===== config.mk =====
export PLATFORM = sky130hd
export DESIGN_NAME = button_conditioner
export DESIGN_NICKNAME = d
export VERILOG_FILES = /design/src/rtl/button_conditioner.sv
export SDC_FILE = /design/constraint.sdc
export NUM_CORES = 1
export LEC_CHECK = 0
export CAP_MARGIN = 20
export CORE_AREA = 2 2 66 84
export CTS_CLUSTER_SIZE = 40
export DETAILED_ROUTE_END_ITERATION = 16
export DIE_AREA = 0 0 68 86
export DONT_BUFFER_PORTS = 1
export GPL_TIMING_DRIVEN = 0
export MAX_ROUTING_LAYER = met4
export PLACE_DENSITY_LB_ADDON = 0.08
export SLEW_MARGIN = 25
export SYNTH_ARGS = -nofsm -noshare
export SYNTH_HDL_FRONTEND = slang
export SYNTH_SLANG_ARGS = --single-unit

===== constraint.sdc =====
create_clock -name clk -period 3.87 [get_ports clk]
set_input_delay 0 -clock clk [delete_from_list [all_inputs] [get_ports clk]]
set_output_delay 0 -clock clk [all_outputs]
set_load 0.1 [all_outputs]

===== src/rtl/button_conditioner.sv =====
// Three-channel pushbutton conditioner: synchronizes raw buttons, debounces
// each one with a saturating counter, and turns debounced presses into
// mutually exclusive one-cycle pulses (reset > stop > start).
module button_conditioner #(
   parameter int DEBOUNCE_CYCLES = 1000000,
   parameter int CNT_WIDTH       = 20
) (
   input  logic clk,
   input  logic rst_n,
   input  logic button_start_raw,
   input  logic button_stop_raw,
   input  logic button_reset_raw,
   output logic start_pulse,
   output logic stop_pulse,
   output logic reset_pulse,
   output logic start_level,
   output logic stop_level,
   output logic reset_level
);

   // Counter value on which a persistent difference is finally accepted.
   localparam logic [CNT_WIDTH-1:0] CNT_LAST = CNT_WIDTH'(DEBOUNCE_CYCLES - 1);
   localparam logic [CNT_WIDTH-1:0] CNT_ONE  = CNT_WIDTH'(1);

   // Channel index: 0 = start, 1 = stop, 2 = reset.
   logic [2:0] raw_in;
   logic [2:0] sync1_q;
   logic [2:0] sync2_q;
   logic [2:0] level_vec;
   logic [2:0] press_vec;
   logic [2:0] pulse_q;
   logic [2:0] pulse_d;

   assign raw_in = {button_reset_raw, button_stop_raw, button_start_raw};

   // Two-flop synchronizer for all raw buttons.
   always_ff @(posedge clk or negedge rst_n) begin
      if (!rst_n) begin
         sync1_q <= '0;
         sync2_q <= '0;
      end else begin
         sync1_q <= raw_in;
         sync2_q <= sync1_q;
      end
   end

   genvar gi;
   generate
      for (gi = 0; gi < 3; gi++) begin : g_chan
         logic [CNT_WIDTH-1:0] cnt_q;
         logic [CNT_WIDTH-1:0] cnt_d;
         logic                 level_q;
         logic                 level_d;
         logic                 press;

         // Debounce: count consecutive disagreeing cycles, accept on the last one.
         always_comb begin
            cnt_d   = cnt_q;
            level_d = level_q;
            press   = 1'b0;
            if (sync2_q[gi] == level_q) begin
               cnt_d = '0;
            end else if (cnt_q >= CNT_LAST) begin
               // Saturating compare so the counter can never wrap.
               level_d = sync2_q[gi];
               cnt_d   = '0;
               press   = sync2_q[gi];
            end else begin
               cnt_d = cnt_q + CNT_ONE;
            end
         end

         // Debounce counter and accepted level registers.
         always_ff @(posedge clk or negedge rst_n) begin
            if (!rst_n) begin
               cnt_q   <= '0;
               level_q <= 1'b0;
            end else begin
               cnt_q   <= cnt_d;
               level_q <= level_d;
            end
         end

         assign level_vec[gi] = level_q;
         assign press_vec[gi] = press;
      end
   endgenerate

   // Fixed-priority arbitration of same-edge presses; losers are discarded.
   always_comb begin
      pulse_d = '0;
      if (press_vec[2]) begin
         pulse_d = 3'b100;
      end else if (press_vec[1]) begin
         pulse_d = 3'b010;
      end else if (press_vec[0]) begin
         pulse_d = 3'b001;
      end
   end

   // Registered one-cycle press pulses.
   always_ff @(posedge clk or negedge rst_n) begin
      if (!rst_n) begin
         pulse_q <= '0;
      end else begin
         pulse_q <= pulse_d;
      end
   end

   assign start_pulse = pulse_q[0];
   assign stop_pulse  = pulse_q[1];
   assign reset_pulse = pulse_q[2];
   assign start_level = level_vec[0];
   assign stop_level  = level_vec[1];
   assign reset_level = level_vec[2];

endmodule


Yosys cells after proc, flatten, opt, wreduce, memory -nomap -nowiden

Cells that the tools add are included.

Register bits after elaboration: 72
Input bits: 5
Output and inout bits: 6
Word-level logic and storage cells: 39

$add $sub $neg: 3
Magnitude comparators: 3
Equality and inequality tests: 3
Mux-type cells: 15
Bitwise logic cells: 3
Reduce and logical (&&, ||, !) cells: 3

Operators with widths:

| kind                                                      | count |
|---|---|
| two-way mux 20 bit                                        | 6 |
| adder 20 x 1 -> 20 bit, second input constant             | 3 |
| greater-or-equal comparator 20 bit, second input constant | 3 |
| two-way mux 1 bit                                         | 7 |
| two-way mux 3 bit                                         | 2 |
| AND reduction 2 bit                                       | 3 |
| == test 1 bit                                             | 3 |
| NOT 1 bit                                                 | 3 |

Logic depth before layout (Yosys ltp)

Gate-level depths: netlist of run 1.

Depth after elaboration: 6
Depth in mapped cells: 7
Depth with buffers taken out: 6

Worst setup path before layout of run 1

Ideal clock, no wire load.

Path type: register -> register
Start: register g_chan[0].cnt_q[11]
End: register g_chan[0].level_q, in the netlist start_level
Library setup time: 0.128 ns
Arrival: 1.956 ns
Data required time: 3.742 ns
Slack: 1.786 ns
Cell stages (with the launch flop): 6
Buffers on the path: 0
Clock period less this slack: 2.084 ns
Cell sequence: dfrtp_1 > or4_1 > or4_1 > o211ai_1 > nand3_1 > mux2_1

Longest elaborated chain between the ends: 2

Ends and longest elaborated chain:

| what                                 | RTL line | RTL |
|---|---|---|
| from (decl)                          | 50       | `logic [CNT_WIDTH-1:0] cnt_q;` |
| from (signal assigned)               | 79       | `cnt_q <= cnt_d;` |
| greater-or-equal comparator 20 bit   | 63       | `end else if (cnt_q >= CNT_LAST) begin` |
| AND reduction 2 bit (no source line) | n/a      |  |
| to (signal assigned)                 | 80       | `level_q <= level_d;` |
| to (decl)                            | 52       | `logic level_q;` |

No other way between the ends.
A chain may end at the register's enable or synchronous reset.

Worst setup path in the final report of run 1

Ends and elaborated chain as after synthesis.

==> results.ini, run 1 <==
[global_route]
grt_max_degree=73
grt-ovfl-total=0
grt_first_pass_wirelength_um=9630
antenna_found_initial=0
grt_usage_pct=22.5
grt_pass1_vias=2298

[critical_path]
start_kind=flip-flop
crit_fanout=6
path_depth=5
crit_family=simple AND/OR/NAND/NOR gates
cp.buffers_inverters=0
end_kind=flip-flop
worstPathArrival_ns=2.50
max_stage_delay_ns=0.55
path_cells=or4_1, or4_1, o211ai_1, nand3_1, mux2_1
rr_worst_depth=5
slowest_stage=or4_1
path_class=reg2reg
cpMostUsedCell=or4_1
required_ns=4.10

[floorplanning]
core_area_um2=5010
fp.dieW_um=68
io_pins=11
dieArea_um2=5850
initial_core_util_pct=65.3
row_count=29
die_h_um=86

[pwr]
p_leak_nw=1.63
p_int_mw=1.06
p_clk_share_pct=39.8
vdd_drop_max_v=0.000289
p_sw_mw=0.300
p_per_area_nw_per_um2=378
swShare_pct=22.0
power_frac_seq_pct=56.7
combPwrFrac_pct=3.5
p_total_mw=1.36

[job]
drv_cap=0

[drt]
initialDrtViolationCount=142
vias=2260
wl_um=5460
routed_via_density=5.58
drcViolationCount=0
post_drt_wl_per_cell_um=13.5
final_antenna_net_count=0
dr.pass1.iters=4

[final_layout]
diodes=0
seqCellArea_um2=1800
final_cells=405
multi_input_area_um2=1410
syn2layout_area_growth_pct=10.1
nets=346
drive_gt1_share_pct=6.41
filler_cell_count=371

[yosys]
yosysTopAreaCell=dfrtp_1
ys_seq_area_share_pct=55.1
yosysMostFrequentCell=dfrtp_1
synth-seq-cells=72
syn_inst=322
syn_area_um2=3270
syn-num-nets=330
yosys_warnings=0
synth.area.top_cells=dfrtp_1, xor2_1, nor2_1, xnor2_1, nand3_1
async_flop_share_pct=100
ys_top_cells_by_count=dfrtp_1, nor2_1, xor2_1
ys_types=35
synth_top_area_share_pct=55.1
synth_flop_cell=dfrtp_1
synth_edf_count=0
avgSynthCellArea_um2=10.2

[timing]
setup_ws_ns=1.60
finalSetupTns_ns=0
maxSlewHeadroom_pct=36.5
rsz0062_at_grt=no
finalMaxSlewViolations=0
hold_viol=0
period_needed_ns=2.27
clock_skew_ns=0.00795
finalSetupViolCount=0
timing.final.crit_share_pct=58.7
max_freq_ghz=0.440
tightestPinTransition_ns=0.953

[hold_path]
hold_path_class=in2async

[cts]
hold_buffers=5
cts_resized=0
cts_tree=built
clockBufferDepth=2
cts_setup_buffers=0
numCtsBuffers=9
cts_max_level=3
cts-root-buf=clkbuf_8
path_clk_slew_ns=0.07
cts.sinks=72
clk_latency_ns=0.34

[placement]
io_buffer_count=0
dp_hpwl_um=3670
pre_cts_ws_ns=1.61
routabilityCongestion=0.816
place_inst=384

[status]
status=finished clean

per-layer routing:
metal | GRT usage, % | vias up | part of all wire (%)
li1 | - | 1116 | -
met1 | 27.0 | 1108 | 45
met2 | 35.7 | 23 | 51
met3 | 3.81 | 13 | 1.8
met4 | 12.4 | 0 | 2.5
met5 | - | - | 0
kinds of logic (layout without fill, tap and decap cells):
| group | after synthesis | count (layout) | share of synthesized area [%] |
|---|---|---|---|
| adders and majority gates | 3 | 3 | 1.15 |
| muxes | 3 | 3 | 1.03 |
| buffers and inverters | 13 | 34 | 1.72 |
| AOI/OAI and AO/OA | 16 | 16 | 3.56 |
| DFF | 72 | 72 | 55.1 |
| and+or+nand+nor | 163 | 163 | 23.5 |
| xor gates and xnor gates | 52 | 52 | 13.9 |
registers in the layout, summed over array words and instances (netlist names):
| signal | count |
|---|---|
| sync1_q | 3 |
| reset_level | 1 |
| g_chan.cnt_q | 60 |
| sync2_q | 3 |
| pulse_q | 3 |
| stop_level | 1 |
| start_level | 1 |
cell type report:
cell class	instances	share of cell area, %
flip-flops and latches	72	50.1
multi-input cells	237	39.2
clock buffers	13	4.69
well taps	62	2.16
repair buffers	5	1.88
plain buffers	8	1.04
inverters	5	0.521
clock inverters	3	0.417
cells in the final DEF (no fill, tap or decap), types with 3 or more instances in the layout:
| cell type | instances |
|---|---|
| dfrtp_1 | 72 |
| nor2_1 | 71 |
| xor2_1 | 35 |
| nand3_1 | 22 |
| nand2_1 | 21 |
| xnor2_1 | 17 |
| and3_1 | 13 |
| nand4_1 | 12 |
| clkbuf_8 | 12 |
| nor3_1 | 7 |
| clkbuf_1 | 7 |
| inv_1 | 5 |
| dlygate4sd3_1 | 4 |
| o21ai_0 | 3 |
| o211ai_1 | 3 |
| and4_1 | 3 |
| nand2b_1 | 3 |
| ha_1 | 3 |
| clkinv_2 | 3 |
worst paths after layout:
kind	startpoint	end	slack, ns
worst max register to register	g_chan[0].cnt_q[11]	start_level	1.60
worst min register to register	sync1_q[0]	sync2_q[0]	0.35
worst max-delay path	g_chan[0].cnt_q[11]	start_level	1.60
min in group clk	button_reset_raw	sync1_q[2]	0.21
max in group asynchronous	rst_n	sync1_q[1]	3.38
worst min-delay path	rst_n	g_chan[0].cnt_q[15]	0.20
per-stage QoR:
step	util, %	instance area (um^2)	hold WS, ns
global placement	66.9	3350	-0.294
detailed placement	66.9	3350	-0.294
finish	71.9	3600	0.196
floorplan	-	3270	-0.296
global route	71.9	3600	0.211
CTS	71.9	3600	0.207
power by group through the flow:
stage | Combinational [mW] | Sequential (mW) | Clock [mW]
global placement | 0.0277 | 0.787 | 0
detailed placement | 0.0278 | 0.787 | 0
floorplan | 0.0225 | 0.785 | 0
global route | 0.0560 | 0.774 | 0.590
CTS | 0.0496 | 0.772 | 0.553
finish | 0.0476 | 0.772 | 0.541
Power figures use the tool's default switching activity.
==> inputs of run 2 (changes only) <==
--- a/config.mk
+++ b/config.mk
@@ -6,10 +6,10 @@
 export NUM_CORES = 1
 export LEC_CHECK = 0
 export CAP_MARGIN = 20
-export CORE_AREA = 2 2 66 84
+export CORE_AREA = 2 2 68 87
 export CTS_CLUSTER_SIZE = 40
 export DETAILED_ROUTE_END_ITERATION = 16
-export DIE_AREA = 0 0 68 86
+export DIE_AREA = 0 0 70 89
 export DONT_BUFFER_PORTS = 1
 export GPL_TIMING_DRIVEN = 0
 export MAX_ROUTING_LAYER = met4
==> constraint.sdc (replaced) <==
create_clock -name clk -period 2.3 [get_ports clk]
set_input_delay 0 -clock clk [delete_from_list [all_inputs] [get_ports clk]]
set_output_delay 0 -clock clk [all_outputs]
set_load 0.1 [all_outputs]
==> results.ini, run 2 (synthesized netlist as in run 1, its figures left out) <==
[status]
status=finished clean

[drt]
final_antenna_net_count=0
dr.pass1.iters=4
initialDrtViolationCount=126
vias=2242
post_drt_wl_per_cell_um=13.6
drcViolationCount=0
wl_um=5570
routed_via_density=5.48

[final_layout]
nets=348
layout_common_cells=dfrtp_1, nor2_1, xor2_1, nand3_1, nand2_1
largest-register=g_chan.cnt_q
final_common_cell=dfrtp_1
largest_reg_flops=60
multi_input_area_um2=1420
syn2layout_area_growth_pct=13.1
final_cells=409
seqCellArea_um2=1800
diodes=0
drive_gt1_share_pct=8.70
finish.instance_area_um2=3700
filler_cell_count=427

[timing]
hold_viol=0
max_freq_ghz=0.442
maxSlewHeadroom_pct=35.5
rsz0062_at_grt=yes
finalSetupViolCount=0
period_needed_ns=2.26
timing.final.crit_share_pct=98.5
tightestPinTransition_ns=0.967
finalMaxSlewViolations=0
clock_skew_ns=0.0106

[pwr]
p_leak_nw=1.66
p_per_area_nw_per_um2=687
p_clk_share_pct=45.5
swShare_pct=20.7
vdd_drop_max_v=0.000692
power_frac_seq_pct=51.2
p_int_mw=2.01
combPwrFrac_pct=3.4
p_sw_mw=0.527

[job]
drv_cap=0

[global_route]
antenna_found_initial=0
grt_max_degree=73
grt_usage_pct=20.5
grt_pass1_vias=2187
grt_first_pass_wirelength_um=9680
grt-ovfl-total=0

[floorplanning]
die_h_um=89
core_area_um2=5330
fp.dieW_um=70
io_pins=11
initial_core_util_pct=61.4
row_count=30
dieArea_um2=6230

[cts]
path_clk_slew_ns=0.08
clk_latency_ns=0.33
cts.sinks=72
numCtsBuffers=9
cts_tree=built
clockBufferDepth=2
cts_max_level=3
cts-root-buf=clkbuf_8

[placement]
routabilityCongestion=0.803
io_buffer_count=0
place_inst=386
place_area_um2=3350
dp_hpwl_um=3630

[critical_path]
path_class=reg2reg
start_kind=flip-flop
worstPathArrival_ns=2.49
required_ns=2.52
end_kind=flip-flop
crit_fanout=5
reg2reg_setup_slack_ns=0.04

[hold_path]
hold_path_class=in2async

[run 2: cell types whose count changed in the layout (fill, tap and decap cells not counted), moves of 2 or more]
| cell | change |
|---|---|
| bufinv_16 | +2 |
| clkinv_2 | -3 |
| clkinvlp_4 | +2 |
| buf_6 | +3 |
| clkbuf_1 | -2 |
[run 2: critical path, stage by stage (launching register included)]
cell,delay [ns]
dfrtp_2,0.44
or4_4,0.54
or4_1,0.41
o211ai_1,0.27
nand3_1,0.17
mux2_4,0.33
[run 2: path summary, 6_finish.rpt]
path,from,end,cells after the start
max in group asynchronous,rst_n,g_chan[0].cnt_q[7],2
worst min-delay path,rst_n,g_chan[0].cnt_q[4],2
worst max register to register,g_chan[0].cnt_q[11],start_level,5
worst max-delay path,g_chan[0].cnt_q[11],start_level,5
min in group clk,button_start_raw,sync1_q[0],1
worst min register to register,sync1_q[2],sync2_q[2],0
[run 2: power groups by stage]
stage	logic (mW)	registers, mW	clock network (mW)
global placement	0.0470	1.32	0
global route	0.100	1.30	1.23
detailed placement	0.0482	1.32	0
floorplan	0.0378	1.32	0
CTS	0.0848	1.30	1.18
finish	0.0855	1.30	1.15
[run 2: timing repair]
action | in CTS | in global routing
endpoints found under the hold margin | 75 | 0
endpoints found under the setup margin | 1 | 32
gates resized for setup | 0 | 8
pin swaps | 1 | 2
hold buffers | 5 | 0
setup buffers | 0 | 2
cloned | 0 | 1
[run 2: metrics by stage]
step / hold slack (ns) / setup WS (ns) / total power [mW] / TNS [ns] / utilization, %
after CTS: 0.202 / 0.0113 / 2.57 / 0 / 68.6
after floorplan: -0.296 / 0.216 / 1.36 / 0 / -
final: 0.216 / 0.0351 / 2.54 / 0 / 69.4
after global routing: 0.200 / -0.0643 / 2.64 / -0.581 / 69.4
after global placement: -0.294 / 0.0320 / 1.37 / 0 / 62.9
after detailed placement: -0.294 / 0.00216 / 1.37 / 0 / 62.9
[run 2: cell type report]
| type | count | area share, % |
|---|---|---|
| Inverter | 5 | 0.507 |
| Buffer | 7 | 1.12 |
| Sequential cell | 72 | 48.7 |
| Clock buffer | 12 | 4.46 |
| Timing Repair Buffer | 8 | 2.54 |
| Clock inverter | 4 | 2.03 |
| Tap cell | 64 | 2.16 |
| Multi-Input combinational cell | 237 | 38.5 |
[run 2: layer usage]
metal	global-route usage [%]	vias to the layer above	part of all wire [%]
met1	25.3	1085	47
met5	-	-	0
met4	10.1	0	2.2
li1	-	1120	-
met3	3.95	11	2.7
met2	32.9	26	48
==> inputs of run 3 (changes only) <==
--- a/config.mk
+++ b/config.mk
@@ -13,7 +13,7 @@
 export DONT_BUFFER_PORTS = 1
 export GPL_TIMING_DRIVEN = 0
 export MAX_ROUTING_LAYER = met4
-export PLACE_DENSITY_LB_ADDON = 0.08
+export PLACE_DENSITY_LB_ADDON = 0.15
 export SLEW_MARGIN = 25
 export SYNTH_ARGS = -nofsm -noshare
 export SYNTH_HDL_FRONTEND = slang
==> results.ini, run 3 (synthesized netlist as in run 1, its figures left out) <==
[status]
status=finished clean

[final_layout]
utilization_pct=69.0
final_common_cell=nor2_1
diodes=0
filler_cell_count=410
finish.instance_area_um2=3680
syn2layout_area_growth_pct=12.4
layout_common_cells=nor2_1, dfrtp_1, xor2_1, nand3_1, nand2_1
multi_input_area_um2=1420
largest-register=g_chan.cnt_q
drive_gt1_share_pct=9.20
seqCellArea_um2=1810
final_cells=412
largest_reg_flops=60
nets=351

[pwr]
p_sw_mw=0.510
p_clk_share_pct=41.9
power_frac_seq_pct=54.7
combPwrFrac_pct=3.5
swShare_pct=21.4
vdd_drop_max_v=0.000468
p_per_area_nw_per_um2=647
p_total_mw=2.38
p_int_mw=1.87
p_leak_nw=1.66

[global_route]
grt_first_pass_wirelength_um=10400
grt_max_degree=73
grt_pass1_vias=2318
antenna_found_initial=0
grt-ovfl-total=0
grt_usage_pct=22.4

[drt]
route.met3.wl_um=277
routed_via_density=5.65
vias=2329
dr.max_layer_used=met4
final_antenna_net_count=0
initialDrtViolationCount=98
wirelength_met1_um=2710
dr.pass1.iters=4
post_drt_wl_per_cell_um=14.5
drcViolationCount=0
met2_length_um=2840
wl_um=5970

[timing]
clock_skew_ns=0.0105
finalSetupViolCount=0
max_freq_ghz=0.441
rsz0062_at_grt=yes
hold_viol=0
hold-worst-slack_ns=0.206
timing.final.crit_share_pct=98.7
setup_ws_ns=0.0308
finalSetupTns_ns=0
finalMaxSlewViolations=0
maxSlewHeadroom_pct=35.2
tightestPinTransition_ns=0.972
period_needed_ns=2.27

[floorplanning]
dieArea_um2=6230
initial_core_util_pct=61.4
fp.dieW_um=70
core_area_um2=5330
row_count=30
io_pins=11
die_h_um=89

[critical_path]
crit_family=simple AND/OR/NAND/NOR gates
path_cells=or4_4, or4_1, o211ai_1, nand3_1, mux2_4
reg2reg_setup_slack_ns=0.03
cp.buffers_inverters=0
worstPathArrival_ns=2.50
rr_worst_depth=5
crit_fanout=3
slowest_stage=or4_4
required_ns=2.53
path_class=reg2reg
max_stage_delay_ns=0.53
reg2reg_to=start_level
end_kind=flip-flop
start_kind=flip-flop
reg2reg_from=g_chan[0].cnt_q[11]

[placement]
dp_hpwl_um=3740
place_area_um2=3350
pre_cts_ws_ns=0.0212
io_buffer_count=0
routabilityCongestion=0.805
place_inst=386

[cts]
numCtsBuffers=9
clk_latency_ns=0.35
path_clk_slew_ns=0.07
cts_tree=built
cts.sinks=72
clockBufferDepth=2
cts-root-buf=clkbuf_8
cts_max_level=3

[hold_path]
hold_path_class=in2async

[job]
drv_cap=0

[run 3: changes by cell type in the layout (fill, tap and decap cells not counted)]
cell,before,now
clkbuf_1,5,7
nor2_2,1,0
dfrtp_1,71,69
clkinvlp_4,2,0
clkbuf_8,12,11
buf_4,2,6
bufinv_16,2,1
clkinv_2,0,2
buf_6,3,2
dfrtp_2,1,3
nor2_1,70,71
[run 3: metal layers]
metal  up-vias  global-route usage [%]
li1       1127                       -
met1      1143                    27.5
met2        46                    34.9
met3        13                    7.10
met4         0                    9.44
met5         -                       -
[run 3: power groups by stage]
stage	clock (mW)	combinational (mW)	sequential, mW
floorplan	0	0.0378	1.32
global route	1.09	0.0964	1.30
finish	0.996	0.0825	1.30
global placement	0	0.0468	1.32
detailed placement	0	0.0481	1.32
CTS	1.03	0.0848	1.30
[run 3: worst max-delay path by stage]
stage,startpoint,end,slack [ns],depth (start not counted)
after floorplan,g_chan[0].cnt_q[11],start_level,0.22,5
after global placement,g_chan[0].cnt_q[11],start_level,0.04,5
after detailed placement,g_chan[0].cnt_q[11],start_level,0.02,5
after CTS,g_chan[0].cnt_q[11],start_level,0.01,5
after global routing,g_chan[0].cnt_q[11],start_level,-0.04,5
final,g_chan[0].cnt_q[11],start_level,0.03,5
[run 3: worst reg2reg max path, cell delays in order, from the launching register on]
cell and delay (ns):
dfrtp_2 0.42, or4_4 0.54, or4_1 0.40, o211ai_1 0.29, nand3_1 0.18, mux2_4 0.33
[run 3: final cells by class]
class / count / area share, %
Buffer: 7 / 1.12
Clock buffer: 13 / 4.32
Clock inverter: 3 / 1.09
Inverter: 5 / 0.510
Multi-Input combinational cell: 237 / 38.6
Sequential cell: 72 / 49.1
Tap cell: 64 / 2.18
Timing Repair Buffer: 11 / 3.06
[run 3: repair_timing]
action / 4_1_cts / 5_1_grt
endpoints found under the hold margin: 75 / 0
gates resized for setup: 0 / 7
buffers inserted: 0 / 6
hold buffers: 5 / 0
setup endpoints to repair: 0 / 32
